`src/rtl/filter_video_pkg.sv`:
```
// Shared definitions for the video timing / test-pattern generator.
package filter_video_pkg;

    typedef enum logic [1:0] {
        PAT_HRAMP = 2'd0,
        PAT_VRAMP = 2'd1,
        PAT_CHECK = 2'd2,
        PAT_FCNT  = 2'd3
    } pattern_e;

    typedef enum logic {
        ST_IDLE = 1'b0,
        ST_RUN  = 1'b1
    } state_e;

    // A checkerboard cell is lit when exactly one coordinate sits in an odd 8-pixel tile.
    function automatic logic check_cell(input logic x_bit, input logic ln_bit);
        return x_bit ^ ln_bit;
    endfunction

endpackage

```
`src/rtl/filter_video_pattern.sv`:
```
// Combinational pattern datapath: maps pattern, coordinates and frame count to Y/U/V.
module filter_video_pattern
    import filter_video_pkg::*;
#(
    parameter int DATA_WIDTH = 8
) (
    input  logic [1:0]            pattern_i,
    input  logic [DATA_WIDTH-1:0] x_i,
    input  logic [DATA_WIDTH-1:0] ln_i,
    input  logic                  de_i,
    input  logic [DATA_WIDTH-1:0] frame_cnt_i,
    output logic [DATA_WIDTH-1:0] y_o,
    output logic [DATA_WIDTH-1:0] u_o,
    output logic [DATA_WIDTH-1:0] v_o
);

    localparam logic [DATA_WIDTH-1:0] CHROMA_MID = {1'b1, {(DATA_WIDTH-1){1'b0}}};
    localparam logic [DATA_WIDTH-1:0] ALL_ONES   = {DATA_WIDTH{1'b1}};
    localparam logic [DATA_WIDTH-1:0] ALL_ZEROS  = {DATA_WIDTH{1'b0}};

    // Pixel value selection; everything is blanked outside the active window.
    always_comb begin
        y_o = ALL_ZEROS;
        u_o = ALL_ZEROS;
        v_o = ALL_ZEROS;
        if (de_i) begin
            u_o = CHROMA_MID;
            v_o = CHROMA_MID;
            case (pattern_e'(pattern_i))
                PAT_HRAMP: y_o = x_i;
                PAT_VRAMP: y_o = ln_i;
                PAT_CHECK: y_o = check_cell(x_i[3], ln_i[3]) ? ALL_ONES : ALL_ZEROS;
                PAT_FCNT:  y_o = frame_cnt_i;
                default:   y_o = ALL_ZEROS;
            endcase
        end else begin
            y_o = ALL_ZEROS;
            u_o = ALL_ZEROS;
            v_o = ALL_ZEROS;
        end
    end

endmodule

```
`src/rtl/filter_video_gen.sv`:
```
// Video timing and test-pattern source: raster counters, run/idle FSM and registered
// vs/hs/de/Y/U/V outputs, one cycle behind the counter state they describe.
module filter_video_gen
    import filter_video_pkg::*;
#(
    parameter int DATA_WIDTH  = 8,
    parameter int H_ACTIVE    = 1920,
    parameter int H_FP        = 88,
    parameter int H_SYNC      = 44,
    parameter int H_BP        = 148,
    parameter int V_ACTIVE    = 1080,
    parameter int V_FP        = 4,
    parameter int V_SYNC      = 5,
    parameter int V_BP        = 36,
    parameter int H_CNT_WIDTH = 12,
    parameter int V_CNT_WIDTH = 11
) (
    input  logic                  clk,
    input  logic                  rstn,
    input  logic                  i_enable,
    input  logic [1:0]            i_pattern,
    output logic                  o_vs,
    output logic                  o_hs,
    output logic                  o_de,
    output logic [DATA_WIDTH-1:0] o_y,
    output logic [DATA_WIDTH-1:0] o_u,
    output logic [DATA_WIDTH-1:0] o_v,
    output logic                  o_busy,
    output logic [15:0]           o_frame_cnt
);

    localparam int H_TOTAL = H_SYNC + H_BP + H_ACTIVE + H_FP;
    localparam int V_TOTAL = V_SYNC + V_BP + V_ACTIVE + V_FP;
    localparam int H_START = H_SYNC + H_BP;
    localparam int V_START = V_SYNC + V_BP;

    localparam logic [H_CNT_WIDTH-1:0] H_LAST   = H_CNT_WIDTH'(H_TOTAL - 1);
    localparam logic [V_CNT_WIDTH-1:0] V_LAST   = V_CNT_WIDTH'(V_TOTAL - 1);
    localparam logic [H_CNT_WIDTH-1:0] H_BEGIN  = H_CNT_WIDTH'(H_START);
    localparam logic [H_CNT_WIDTH-1:0] H_END    = H_CNT_WIDTH'(H_START + H_ACTIVE);
    localparam logic [V_CNT_WIDTH-1:0] V_BEGIN  = V_CNT_WIDTH'(V_START);
    localparam logic [V_CNT_WIDTH-1:0] V_END    = V_CNT_WIDTH'(V_START + V_ACTIVE);
    localparam logic [H_CNT_WIDTH-1:0] H_SYNC_W = H_CNT_WIDTH'(H_SYNC);
    localparam logic [V_CNT_WIDTH-1:0] V_SYNC_W = V_CNT_WIDTH'(V_SYNC);

    state_e                 state_q;
    logic [H_CNT_WIDTH-1:0] h_cnt_q;
    logic [V_CNT_WIDTH-1:0] v_cnt_q;
    logic [1:0]             pat_q;
    logic [15:0]            frame_cnt_q;

    logic                  run_s;
    logic                  hs_d;
    logic                  vs_d;
    logic                  de_d;
    logic [DATA_WIDTH-1:0] x_s;
    logic [DATA_WIDTH-1:0] ln_s;
    logic [DATA_WIDTH-1:0] y_d;
    logic [DATA_WIDTH-1:0] u_d;
    logic [DATA_WIDTH-1:0] v_d;

    assign run_s = (state_q == ST_RUN);
    assign hs_d  = run_s && (h_cnt_q < H_SYNC_W);
    assign vs_d  = run_s && (v_cnt_q < V_SYNC_W);
    assign de_d  = run_s && (h_cnt_q >= H_BEGIN) && (h_cnt_q < H_END)
                         && (v_cnt_q >= V_BEGIN) && (v_cnt_q < V_END);
    assign x_s   = DATA_WIDTH'(h_cnt_q - H_BEGIN);
    assign ln_s  = DATA_WIDTH'(v_cnt_q - V_BEGIN);

    filter_video_pattern #(
        .DATA_WIDTH (DATA_WIDTH)
    ) u_pattern (
        .pattern_i   (pat_q),
        .x_i         (x_s),
        .ln_i        (ln_s),
        .de_i        (de_d),
        .frame_cnt_i (DATA_WIDTH'(frame_cnt_q)),
        .y_o         (y_d),
        .u_o         (u_d),
        .v_o         (v_d)
    );

    // Run/idle FSM with raster counters; a frame only starts or stops at its boundary.
    always_ff @(posedge clk or negedge rstn) begin
        if (!rstn) begin
            state_q     <= ST_IDLE;
            h_cnt_q     <= '0;
            v_cnt_q     <= '0;
            pat_q       <= 2'd0;
            frame_cnt_q <= 16'd0;
        end else begin
            case (state_q)
                ST_IDLE: begin
                    h_cnt_q <= '0;
                    v_cnt_q <= '0;
                    if (i_enable) begin
                        state_q <= ST_RUN;
                        pat_q   <= i_pattern;
                    end
                end
                ST_RUN: begin
                    if (h_cnt_q == H_LAST) begin
                        h_cnt_q <= '0;
                        if (v_cnt_q == V_LAST) begin
                            v_cnt_q     <= '0;
                            frame_cnt_q <= frame_cnt_q + 16'd1;
                            if (i_enable) begin
                                pat_q <= i_pattern;
                            end else begin
                                state_q <= ST_IDLE;
                            end
                        end else begin
                            v_cnt_q <= v_cnt_q + V_CNT_WIDTH'(1);
                        end
                    end else begin
                        h_cnt_q <= h_cnt_q + H_CNT_WIDTH'(1);
                    end
                end
                default: begin
                    state_q <= ST_IDLE;
                    h_cnt_q <= '0;
                    v_cnt_q <= '0;
                end
            endcase
        end
    end

    // Output stage: timing and pixel data reflect the previous cycle's counter state.
    always_ff @(posedge clk or negedge rstn) begin
        if (!rstn) begin
            o_vs   <= 1'b0;
            o_hs   <= 1'b0;
            o_de   <= 1'b0;
            o_y    <= '0;
            o_u    <= '0;
            o_v    <= '0;
            o_busy <= 1'b0;
        end else begin
            o_vs   <= vs_d;
            o_hs   <= hs_d;
            o_de   <= de_d;
            o_y    <= y_d;
            o_u    <= u_d;
            o_v    <= v_d;
            o_busy <= run_s;
        end
    end

    assign o_frame_cnt = frame_cnt_q;

endmodule

```
`config.mk`:
```
export PLATFORM = sky130hd
export DESIGN_NAME = filter_video_gen
export DESIGN_NICKNAME = d
export VERILOG_FILES = /design/src/rtl/filter_video_pkg.sv /design/src/rtl/filter_video_pattern.sv /design/src/rtl/filter_video_gen.sv
export SDC_FILE = /design/constraint.sdc
export NUM_CORES = 1
export LEC_CHECK = 0
export CELL_PAD_IN_SITES_DETAIL_PLACEMENT = 0
export CELL_PAD_IN_SITES_GLOBAL_PLACEMENT = 1
export CORE_MARGIN = 3
export CORE_UTILIZATION = 37
export CTS_CLUSTER_DIAMETER = 150
export CTS_CLUSTER_SIZE = 14
export DETAILED_ROUTE_END_ITERATION = 8
export PLACE_DENSITY_LB_ADDON = 0.1
export SLEW_MARGIN = 25
export SYNTH_ARGS = -nofsm -noshare
export SYNTH_HDL_FRONTEND = slang
export SYNTH_SLANG_ARGS = --single-unit
```
`constraint.sdc`:
```
create_clock -name clk -period 2 [get_ports clk]
set_input_delay 0.4 -clock clk [delete_from_list [all_inputs] [get_ports clk]]
set_output_delay 0.4 -clock clk [all_outputs]
set_load 0.02 [all_outputs]
```
==> flow_summary.toml <==
[power_and_ir_drop]
p_leak_nw = 1.88
peakVddDrop_mv = 0.308
p_per_area_nw_per_um2 = 437
fin_total_pwr_mw = 1.79

[yosys]
synth-edff-count = 0
yosys.cell_types.count = 49
ys_warn_count = 0
avgSynthCellArea_um2 = 9.59
ys_ff_latch = 54
yosys_most_used_dff = "dfrtp_1"
syn_area_um2 = 3050
synth_cells = 318
ys_seq_area_frac = 0.443
asyncSetResetFlopFracSynth = 1.00

[timing]
final_max_slew_viol_count = 0
fin_crit_sh = 0.994
relSlewSlack = 0.630
skew_ps = 6.20
layout_setup_ws_ps = 11.6
worstMarginPinSlew_ps = 555
worst_hold_slack_ps = 59.0
setup_violations = 0
fmax_mhz = 503
fin_crit_ps = 1990
rsz0062_at_grt = "true"
hold_viol = 0

[critical_path]
cp_max_fo = 6
worst_setup_path_start_kind = "flop"
critical_path_class = "flop to flop"
r2r_cells = 5
worstPathArrival_ps = 2220
critPathCaptureType = "flop"
worstPathRequired_ps = 2230

[status]
status = "finished clean"

[cells_and_area]
syn_to_final_growth_pct = 34.3
nets = 416
seq_area_um2 = 1350
final_common_cell = "buf_4"
diodes = 0
most-common-layout-cells = "56 x buf_4, 54 x dfrtp_1, 33 x clkdlybuf4s50_1, 32 x nor2_1, 23 x nand2_1"
multi_input_area_um2 = 1690
nFillCells = 752
fin_area_um2 = 4100
drive_gt1_frac = 0.251
fin_cells = 504

[clock_tree]
cts_hold_buf = 0
clk_path_buf_depth = 2
clock_sinks = 54
worst_skew_pair.late_latency_ps = 320
cts_made_buffers = 5
htreeDepth = 2
clock-root-buffer = "clkbuf_8"
clk_pin_slew_ps = 110
tritoncts = "built"

[floorplan]
start_util = 0.389
core.rowCount = 32
dieArea_um2 = 9370
die_h_um = 96.8
coreArea_um2 = 7850
dieWidth_um = 96.8
ios = 49

[detailed_routing]
num_vias = 2509
drcViolationCount = 0
drtPass1Iterations = 4
postRouteAntennaNets = 0
drt_iter0_markers = 104
via_per_inst = 4.98
drt_wl_total_um = 7570
post_drt_wl_per_cell_um = 15.0

[global_route]
grt_pass1_vias = 2362
antenna_found_initial = 0
grt_overflow = 0
grt_max_degree = 55
grtUsageTotal = 0.162
grt_pass1_wl_um = 12300

[place]
dpl_cell_area_um2 = 3790
dp_slack_ps = -65.6
port-buffer-count = 34
hpwl_um = 5640
dp.cells = 487
gp_congestion = 0.817

[run]
max-cap-violations = 0

[min_path]
hp-class = "input pin to asynchronous set/reset pin"
## logic make-up after synthesis
group / count (synthesis) / synth area share
compound gates: 37 / 0.0767
xor+xnor: 32 / 0.0919
simple gates: 136 / 0.241
fa+ha+maj: 10 / 0.0410
buf+inv: 40 / 0.0693
other cells: 1 / 0.00123
mux: 8 / 0.0357
flops: 54 / 0.443
## metal layers
metal	wire, um	GRT usage	vias to the layer above
li1	-	-	1252
met1	3750	0.234	1189
met2	3370	0.251	61
met3	365	0.0303	7
met4	86	0.0421	0
met5	0	0	-
## worst max-delay path, cell delays in order (launching register included)
cell and delay (ps):
dfrtp_1 400, or3_4 420, a22o_1 220, a2111o_1 340
or2_4 320, nor4_4 220
## stage by stage
step | utilization | setup TNS, ps
final | 0.522 | 0
after global routing | 0.522 | -334
after CTS | 0.504 | -25.0
after detailed placement | 0.483 | -325
after global placement | 0.483 | -119
after floorplan | - | -4.33
## what timing repair did
item,CTS,global route
setup endpoints to repair,14,24
pin swaps,3,18
buffers inserted,2,7
gates resized for setup,12,17
## synth_stat cells, drive strengths merged (2+ instances only)
| cell | instances | area (um2) |
|---|---|---|
| nor3 | 12 | 65.1 |
| nand4b | 6 | 52.6 |
| a21o | 2 | 15.0 |
| nand2 | 23 | 86.3 |
| and3 | 11 | 68.8 |
| buf | 17 | 125 |
| and2 | 4 | 25.0 |
| ha | 10 | 125 |
| o21ai | 9 | 45.0 |
| nand4 | 11 | 68.8 |
| or2 | 2 | 12.5 |
| nor2 | 34 | 130 |
| inv | 11 | 41.3 |
| nor3b | 3 | 22.5 |
| or3 | 5 | 36.3 |
| dfrtp | 54 | 1350 |
| o22ai | 2 | 12.5 |
| a21oi | 11 | 55.1 |
| mux2 | 3 | 33.8 |
| a31oi | 3 | 18.8 |
| mux2i | 3 | 30.0 |
| o211ai | 2 | 15.0 |
| nand2b | 2 | 12.5 |
| a211oi | 2 | 15.0 |
| clkbuf | 12 | 45.0 |
| nand3 | 11 | 55.1 |
| xnor2 | 19 | 166 |
| xor2 | 13 | 114 |
| or4b | 2 | 20.0 |
| nor4 | 5 | 31.3 |
| mux4 | 2 | 45.0 |
## where the power goes
| part | internal [mW] | leakage, nW | switching, mW | total, mW |
|---|---|---|---|---|
| registers | 1.09 | 0.725 | 0 | 1.09 |
| logic | 0.0103 | 1.11 | 0.0461 | 0.0564 |
| clock network | 0.254 | 0.0447 | 0.391 | 0.645 |
## state kept, by name (all words and copies together) (netlist names)
signal       cells
o_hs             1
o_vs             1
pat_q            2
o_frame_cnt     16
o_y              8
h_cnt_q         12
run_s            1
v_cnt_q         11
o_v              1
o_busy           1
## layout make-up
class,count,area share
clock buffer,5,0.0168
clock inverter,3,0.00611
inverter,11,0.0107
multi-input combinational,237,0.413
sequential,54,0.330
tap,102,0.0311
timing repair buffer,92,0.192
## final timing paths
check                      slack (ps)               to       startpoint
hold reg to reg                   480  o_frame_cnt[15]  o_frame_cnt[15]
max in group asynchronous        1680       h_cnt_q[3]             rstn
setup reg to reg                   10           o_y[5]       v_cnt_q[7]
setup / recovery                   10           o_y[5]       v_cnt_q[7]
hold / removal                     60   o_frame_cnt[8]             rstn
min in group clk                  480  o_frame_cnt[15]  o_frame_cnt[15]
No activity file was read; power rests on OpenSTA's default activity.
